File: src/rtl/key_schedule_buffer.sv
// ============================================================================
// Module  : key_schedule_buffer
// Brief   : Sequences 44 AES-128 key-expansion words through an external
//           expansion stage and buffers the 11 resulting round keys for reads.
//           Optional macro KEYBUF_DECRYPT_ORDER_EN reverses the read order.
// Rev     : 1.0  initial release
// ============================================================================
`default_nettype none

module key_schedule_buffer #(
  parameter int LAT = 1
) (
  input  logic         clock,
  input  logic         reset,
  input  logic         start,
  input  logic [127:0] key_in,
  output logic [5:0]   exp_round,
  output logic [31:0]  exp_key0,
  input  logic [31:0]  exp_word,
  output logic         busy,
  output logic         ready,
  input  logic         rd_en,
  input  logic [3:0]   rd_idx,
  output logic [127:0] rd_key,
  output logic         rd_valid
);

  typedef enum logic [1:0] {
    IDLE  = 2'd0,
    ISSUE = 2'd1,
    DRAIN = 2'd2,
    DONE  = 2'd3
  } state_t;

  state_t         state;
  state_t         state_nxt;
  logic           accept;
  logic [127:0]   key_reg;
  logic [5:0]     issue_cnt;
  logic [2:0]     drain_cnt;
  logic [LAT-1:0] pipe_vld;
  logic [5:0]     pipe_idx [LAT];
  logic [127:0]   store [11];
  logic [3:0]     rd_sel;

  always_comb begin
    state_nxt = state;
    accept    = 1'b0;
    case (state)
      IDLE, DONE: begin
        if (start) begin
          accept    = 1'b1;
          state_nxt = ISSUE;
        end
      end
      ISSUE:   if (issue_cnt == 6'd43) state_nxt = DRAIN;
      DRAIN:   if (drain_cnt == 3'(LAT - 1)) state_nxt = DONE;
      default: state_nxt = IDLE;
    endcase
  end

  always_ff @(posedge clock or posedge reset) begin
    if (reset) begin
      state     <= IDLE;
      key_reg   <= '0;
      issue_cnt <= '0;
      drain_cnt <= '0;
    end else begin
      state <= state_nxt;
      if (accept) begin
        key_reg   <= key_in;
        issue_cnt <= '0;
      end else if (state == ISSUE) begin
        issue_cnt <= (issue_cnt == 6'd43) ? 6'd0 : issue_cnt + 6'd1;
      end
      drain_cnt <= (state == DRAIN) ? drain_cnt + 3'd1 : 3'd0;
    end
  end

  assign busy      = (state == ISSUE) || (state == DRAIN);
  assign ready     = (state == DONE);
  assign exp_round = (state == ISSUE) ? issue_cnt : 6'd0;

  // Key words come from the captured copy so key_in is free to change after start.
  always_comb begin
    exp_key0 = '0;
    if (state == ISSUE && issue_cnt < 6'd4) begin
      case (issue_cnt[1:0])
        2'd0:    exp_key0 = key_reg[127:96];
        2'd1:    exp_key0 = key_reg[95:64];
        2'd2:    exp_key0 = key_reg[63:32];
        default: exp_key0 = key_reg[31:0];
      endcase
    end
  end

  // Issued index travels alongside the expansion stage latency.
  always_ff @(posedge clock or posedge reset) begin
    if (reset) begin
      pipe_vld <= '0;
      for (int k = 0; k < LAT; k++) pipe_idx[k] <= '0;
    end else begin
      pipe_vld[0] <= (state == ISSUE);
      pipe_idx[0] <= issue_cnt;
      for (int k = 1; k < LAT; k++) begin
        pipe_vld[k] <= pipe_vld[k-1];
        pipe_idx[k] <= pipe_idx[k-1];
      end
    end
  end

  always_ff @(posedge clock or posedge reset) begin
    if (reset) begin
      for (int i = 0; i < 11; i++) store[i] <= '0;
    end else if (pipe_vld[LAT-1]) begin
      for (int i = 0; i < 11; i++) begin
        for (int j = 0; j < 4; j++) begin
          if (pipe_idx[LAT-1] == 6'(4 * i + j)) store[i][127-32*j -: 32] <= exp_word;
        end
      end
    end
  end

`ifdef KEYBUF_DECRYPT_ORDER_EN
  assign rd_sel = 4'd10 - rd_idx;
`else
  assign rd_sel = rd_idx;
`endif

  always_ff @(posedge clock or posedge reset) begin
    if (reset) begin
      rd_valid <= 1'b0;
      rd_key   <= '0;
    end else begin
      rd_valid <= rd_en && ready;
      if (rd_en && ready) rd_key <= (rd_idx > 4'd10) ? 128'd0 : store[rd_sel];
    end
  end

endmodule

`default_nettype wire
File: config.mk
export PLATFORM = sky130hd
export DESIGN_NAME = key_schedule_buffer
export DESIGN_NICKNAME = d
export VERILOG_FILES = /design/src/rtl/key_schedule_buffer.sv
export SDC_FILE = /design/constraint.sdc
export NUM_CORES = 2
export LEC_CHECK = 0
export BUFFER_PORTS_ARGS = -buffer_cell sky130_fd_sc_hd__buf_2
export CORE_MARGIN = 2
export CORE_UTILIZATION = 38
export DETAILED_ROUTE_END_ITERATION = 12
export GPL_ROUTABILITY_DRIVEN = 0
export MAX_ROUTING_LAYER = met4
export SLEW_MARGIN = 20
export SYNTH_ARGS = -nofsm -noshare
export SYNTH_HDL_FRONTEND = slang
export SYNTH_SLANG_ARGS = --single-unit
File: constraint.sdc
create_clock -name clock -period 55.8 [get_ports clock]
set_clock_uncertainty 0.15 [all_clocks]
set_input_delay 2.79 -clock clock [delete_from_list [all_inputs] [get_ports clock]]
set_output_delay 2.79 -clock clock [all_outputs]
set_load 0.01 [all_outputs]
=== After elaboration in Yosys (flattened, before gate mapping) ===
Index checks and enable logic that the tools add are counted.

* $add $sub $neg: 2
* $lt $le $gt $ge: 3
* Equal/unequal tests: 52
* Muxes and demuxes: 17
* Bitwise gates (word level): 1
* Reduce and logical (&&, ||, !) cells: 54

{| class="wikitable"
|+ Operator list
! kind !! count
|-
| 128-bit binary-select mux with 4-bit select || 1
|-
| 128-bit two-way mux || 3
|-
| 6-bit by 5-bit equality test with 1-bit output (second input constant) || 16
|-
| 32-bit case mux with 3 select lines || 1
|-
| 2-bit AND reduction || 44
|-
| 6-bit equality test (second input constant) || 13
|-
| 6-bit by 4-bit equality test with 1-bit output (second input constant) || 8
|-
| 32-bit two-way mux || 1
|-
| 6-bit by 3-bit equality test with 1-bit output (second input constant) || 4
|-
| 6-bit two-way mux || 4
|-
| 6-bit by 2-bit equality test with 1-bit output (second input constant) || 2
|-
| 6-bit by 1-bit adder with 6-bit output (second input constant) || 1
|-
| 2-bit equality test (second input constant) || 3
|-
| 6-bit by 1-bit equality test with 1-bit output (second input constant) || 1
|-
| 6-bit zero test || 1
|-
| 6-bit by 3-bit less-than comparator with 1-bit output (second input constant) || 1
|-
| 2-bit two-way mux || 3
|-
| 2-bit case mux with 3 select lines || 1
|-
| 5-bit >= comparator (second input constant) || 1
|-
| 4-bit NOT with 5-bit output || 1
|-
| 2-bit by 1-bit equality test with 1-bit output (second input constant) || 2
|-
| 4-bit greater-than comparator (second input constant) || 1
|-
| 2-bit zero test || 2
|-
| 2-bit inequality test (second input constant) || 2
|-
| other kinds (10) || 12
|}

* Bits in registers: 1683
* Input port bits: 168
* Output and inout bits: 169
* Logic and storage cells: 181

=== Depth between registers and ports, before layout ===
* Depth after elaboration: 5
* Mapped depth: 7
* Depth with buffers taken out: 6

=== Least setup slack after synthesis ===
OpenSTA, ideal clock, no wires.

* Path type: register -> output
* Start point: register state[1]
* End point: output port exp_key0[0]
* Arrival time: 1671 ps
* Required time: 52860 ps
* Slack: 51189 ps
* Cell stages (with the launch flop): 8
* Path buffers: 2
* Cell sequence: dfrtp_1 -> inv_1 -> ha_1 -> nand2b_1 -> or4_1 -> clkbuf_1 -> clkbuf_1 -> nor2_1

* Word-level cells in the longest chain between the ends: 3

{| class="wikitable"
|+ RTL lines
! what !! RTL line !! text
|-
| start: declaration || 35 || <nowiki>state_t state;</nowiki>
|-
| start signal: assignment || 69 || <nowiki>state <= state_nxt;</nowiki>
|-
| 2-bit by 1-bit equality test with 1-bit output || 87 || <nowiki>if (state == ISSUE && issue_cnt < 6'd4) begin</nowiki>
|-
| 1-bit logical AND || 87 ||
|-
| 32-bit two-way mux || 87 ||
|-
| end: declaration || 18 || <nowiki>output logic [31:0] exp_key0,</nowiki>
|}

Every way passes these cells.

==> results.txt <==
The synthesis warning total came out at 0. The DRC violations left came out at 0. The row count is 162. The worst hold margin came out at 318.1 ps. The upper clock frequency limit came out at 140.3 MHz. The number of global-route vias before repair came out at 47730.

At the pin with the least slew margin, the transition time is 1171 ps. The critical path is of the in2async type. Hold repair after CTS inserted 0 buffers. The synthesis-to-finish area growth came out at 13.63%. The async set or reset register ratio after synthesis is 100.0%. The number of nets in the synthesized netlist came out at 5573. The y dimension of the die came out at 447.2 µm. The sequential share of the synthesized area is 56.43%. Averaged over all synthesized cells, the footprint is 13.83 µm². The area used by multi-input combinational logic came out at 0.03060 mm².

The total count of hold-check failures in the final report came out at 0. In this run the critical register-to-register path is captured at store[394]$_DFFE_PP0P_. The largest net degree at the start of global routing is 190. For this block, the routed nets add up to 216.2 mm of wire. TritonCTS built the clock tree.

The most critical setup path has its startpoint at reset. The analysis attributes to cell leakage a power of 0.03736 µW. The combined global-route utilization of all metal layers is 22.18%.

The path depth of the worst reg2reg path came out at 5. 337 I/O pins were placed. The first detailed-routing pass ran for 7 iterations. The first-pass GRT wire length came out at 323.3 mm. The core footprint came out at 0.1950 mm². The maximum ir drop on the vdd rail came out at 0.02191 mV. The clock latency on the worst-skew pair is 820 ps. Cell internal power was estimated by the tool at 2145 µW.

The clock transition at the register clock pins on the worst setup and hold paths after CTS came out at 60 ps. The count of final max-slew check failures came to 0. The total grt overflow came out at 0. The worst hold path endpoint is drain_cnt[0]$_DFF_PP0_.

Along the worst hold path, the cell count comes to 1. The synthesized design contains 0 enable-type register cells. The register bit count reported by yosys is 1683.

In this run the cell area of the synthesized design comes to 0.07463 mm². The number of fillers in the final layout came out at 17920. The placed wire-length estimate came out at 118.6 mm.

The sequential cell fraction of total power is 46.9%. Summing all flip-flop and latch instances after layout gives 0.04212 mm². The number of gates resized after cts came out at 0. Counting along the longest clock path gives a buffer depth of 3. In this run the number of H-tree levels came out at 4. After clock tree synthesis, the setup repair step added 0 buffers. The most frequently used cell type in the post-synthesis netlist is sky130_fd_sc_hd__dfrtp_1.

The register with the most flip-flops in the layout has 1408 of them. Measured along the x axis, the die boundary spans 447.2 µm. Net switching is 25.18% of the power. The worst register-to-register path has a setup slack of 51880 ps. The min-delay analysis places its worst path in the category reg2reg. Headroom to the max-slew limit came out at 21.67%. The flow ran to the end, and the final reports show no timing, DRC or antenna violations. The sum of internal, switching and leakage power came out at 2866 µW. The count of antenna-violating nets left after detailed routing came out at 0. The total CTS buffers came out at 185. The average vias per placed instance is 5.546. The endpoint arrival time on the critical path came out at 7800 ps. The die covers 0.2000 mm².

The combinational share of power came out at 10.1%. The most frequently used flop master after synthesis is sky130_fd_sc_hd__dfrtp_1. The number of setup violations in the final report is 0.

The data required time at the worst endpoint came out at 56470 ps. In this run the power density over the cells is 33.80 mW/mm². The post-route setup TNS came out at 0 ps.

The net count reported at finish is 5689. In the post-synthesis netlist, the biggest area contributors are sky130_fd_sc_hd__dfrtp_1 (56%), sky130_fd_sc_hd__mux2_2 (23%), sky130_fd_sc_hd__mux2i_1 (8.6%), sky130_fd_sc_hd__a22oi_1 (3.9%), sky130_fd_sc_hd__o2bb2ai_1 (1.5%). sky130_fd_sc_hd__dfrtp_1 takes more of the synthesized area than any other cell. Max-cap violations in this run came to 0. The worst hold path begins at drain_cnt[0]$_DFF_PP0_. The power share of the clock group came out at 43.0%. Summing all placed instances gives a cell area of 0.07851 mm².

The initial cell density of the core came out at 38.27%. The number of antenna violations at the first check in global routing came out at 18. The fraction of layout cells with a size suffix above 1 came out at 40.29%.

The tree is rooted in a sky130_fd_sc_hd__clkbuf_16. The endpoint kind of the worst setup timing path is an async pin. The number of I/O port buffers came out at 336. In this run the critical register-to-register path is launched from pipe_idx[5]$_DFF_PP0_.

Counting instances in the post-synthesis netlist gives the leading cell types as sky130_fd_sc_hd__dfrtp_1 (1683), sky130_fd_sc_hd__mux2_2 (1498), sky130_fd_sc_hd__mux2i_1 (642). In this run the worst path has a maximum fanout of 100. The routed length per instance came out at 26.05 µm. The kind of start point of the critical path is a primary input.

The count of mapped cells out of synthesis came out at 5395. The share of the synthesized area in the top cell type came out at 56.43%. Setup repair after global routing left no endpoint under its margin. Across all layers, the routed design uses 46010 vias. The post-synthesis cell type count is 41. The number of sinks on the clock net is 1683. The number of DRC violations after detailed-routing iteration 0 is 3203. The net switching component of the power came out at 721.6 µW. The post-route fraction of the period consumed by the critical path came out at 12.78%.

The summed area of non-filler cells in the final layout is 0.08480 mm². The final critical-path required period is 7128 ps.
routing by layer:
| layer | GRT usage, % | vias up | wire (µm) |
|---|---|---|---|
| met3 | 3.084 | 314 | 8471 |
| met1 | 28.73 | 24730 | 95480 |
| met4 | 6.183 | 0 | 5705 |
| li1 | - | 20020 | - |
| met5 | - | - | 0 |
| met2 | 36.39 | 951 | 106500 |
worst max-delay path by stage:
stage,to,slack (ps),cells past startpoint
6_report,store[941]$_DFFE_PP0P_,48670,8
3_5_place_dp,store[394]$_DFFE_PP0P_,47670,8
2_1_floorplan,drain_cnt[0]$_DFF_PP0_,5360,1
4_1_cts,store[779]$_DFFE_PP0P_,48500,8
3_3_place_gp,store[398]$_DFFE_PP0P_,47770,8
5_1_grt,store[941]$_DFFE_PP0P_,47890,8
power by group through the flow:
stage               clock [µW]  sequential, µW  combinational (µW)
detailed placement           0            1370                 294
global route              1310            1350                 319
floorplan                    0            1360                 198
finish                    1230            1340                 291
global placement             0            1360                 288
CTS                       1260            1340                 295
logic make-up (layout without fill, tap and decap cells):
logic type | Yosys count | in the layout | synth area share [%]
compound gates | 715 | 715 | 6.971
xor+xnor | 2 | 2 | 0.02348
fa+ha+maj | 10 | 10 | 0.1677
buf+inv | 514 | 778 | 2.954
flops | 1683 | 1683 | 56.43
mux | 2179 | 2179 | 31.80
other cells | 0 | 14 | 0
simple gates | 292 | 292 | 1.650
layout make-up:
| type | count | share of cell area [%] |
|---|---|---|
| Sequential cell | 1683 | 49.66 |
| Multi-Input combinational cell | 3198 | 36.09 |
| Clock buffer | 280 | 6.570 |
| Tap cell | 2624 | 3.871 |
| Timing Repair Buffer | 432 | 3.001 |
| Clock inverter | 55 | 0.7082 |
| Inverter | 11 | 0.05754 |
| Antenna cell | 14 | 0.04131 |
cells in the final DEF, fill, tap and decap left out, drive strengths merged, types with 2 or more instances in the layout:
cell / instances
dfrtp: 1683
mux2: 1537
mux2i: 642
buf: 432
a22oi: 384
clkbuf: 280
nand2: 164
o21ai: 129
o2bb2ai: 128
nor2: 78
clkinv: 41
a21oi: 35
a222oi: 32
inv: 17
diode: 14
ha: 10
and2: 10
nor3: 9
nor2b: 8
nand2b: 7
bufinv: 7
nand3: 6
or2: 2
and3b: 2
xor2: 2
metrics by stage:
| stage | setup WS, ps | utilization (%) | instances |
|---|---|---|---|
| final | 48670 | 43.49 | 8297 |
| after global routing | 47890 | 43.49 | 8296 |
| after CTS | 48500 | 43.43 | 8280 |
| after detailed placement | 47670 | 40.26 | 7945 |
| after global placement | 47770 | 40.26 | 7945 |
| after floorplan | 5359 | - | 5395 |
worst max-delay path, cell delays in order:
cell                    delay [ps]
sky130_fd_sc_hd__buf_2         130
sky130_fd_sc_hd__inv_8         480
sky130_fd_sc_hd__buf_4         480
sky130_fd_sc_hd__buf_4         750
sky130_fd_sc_hd__buf_4         660
sky130_fd_sc_hd__buf_4         760
sky130_fd_sc_hd__buf_4         730
sky130_fd_sc_hd__buf_4         750
Power figures use the tool's default switching activity.
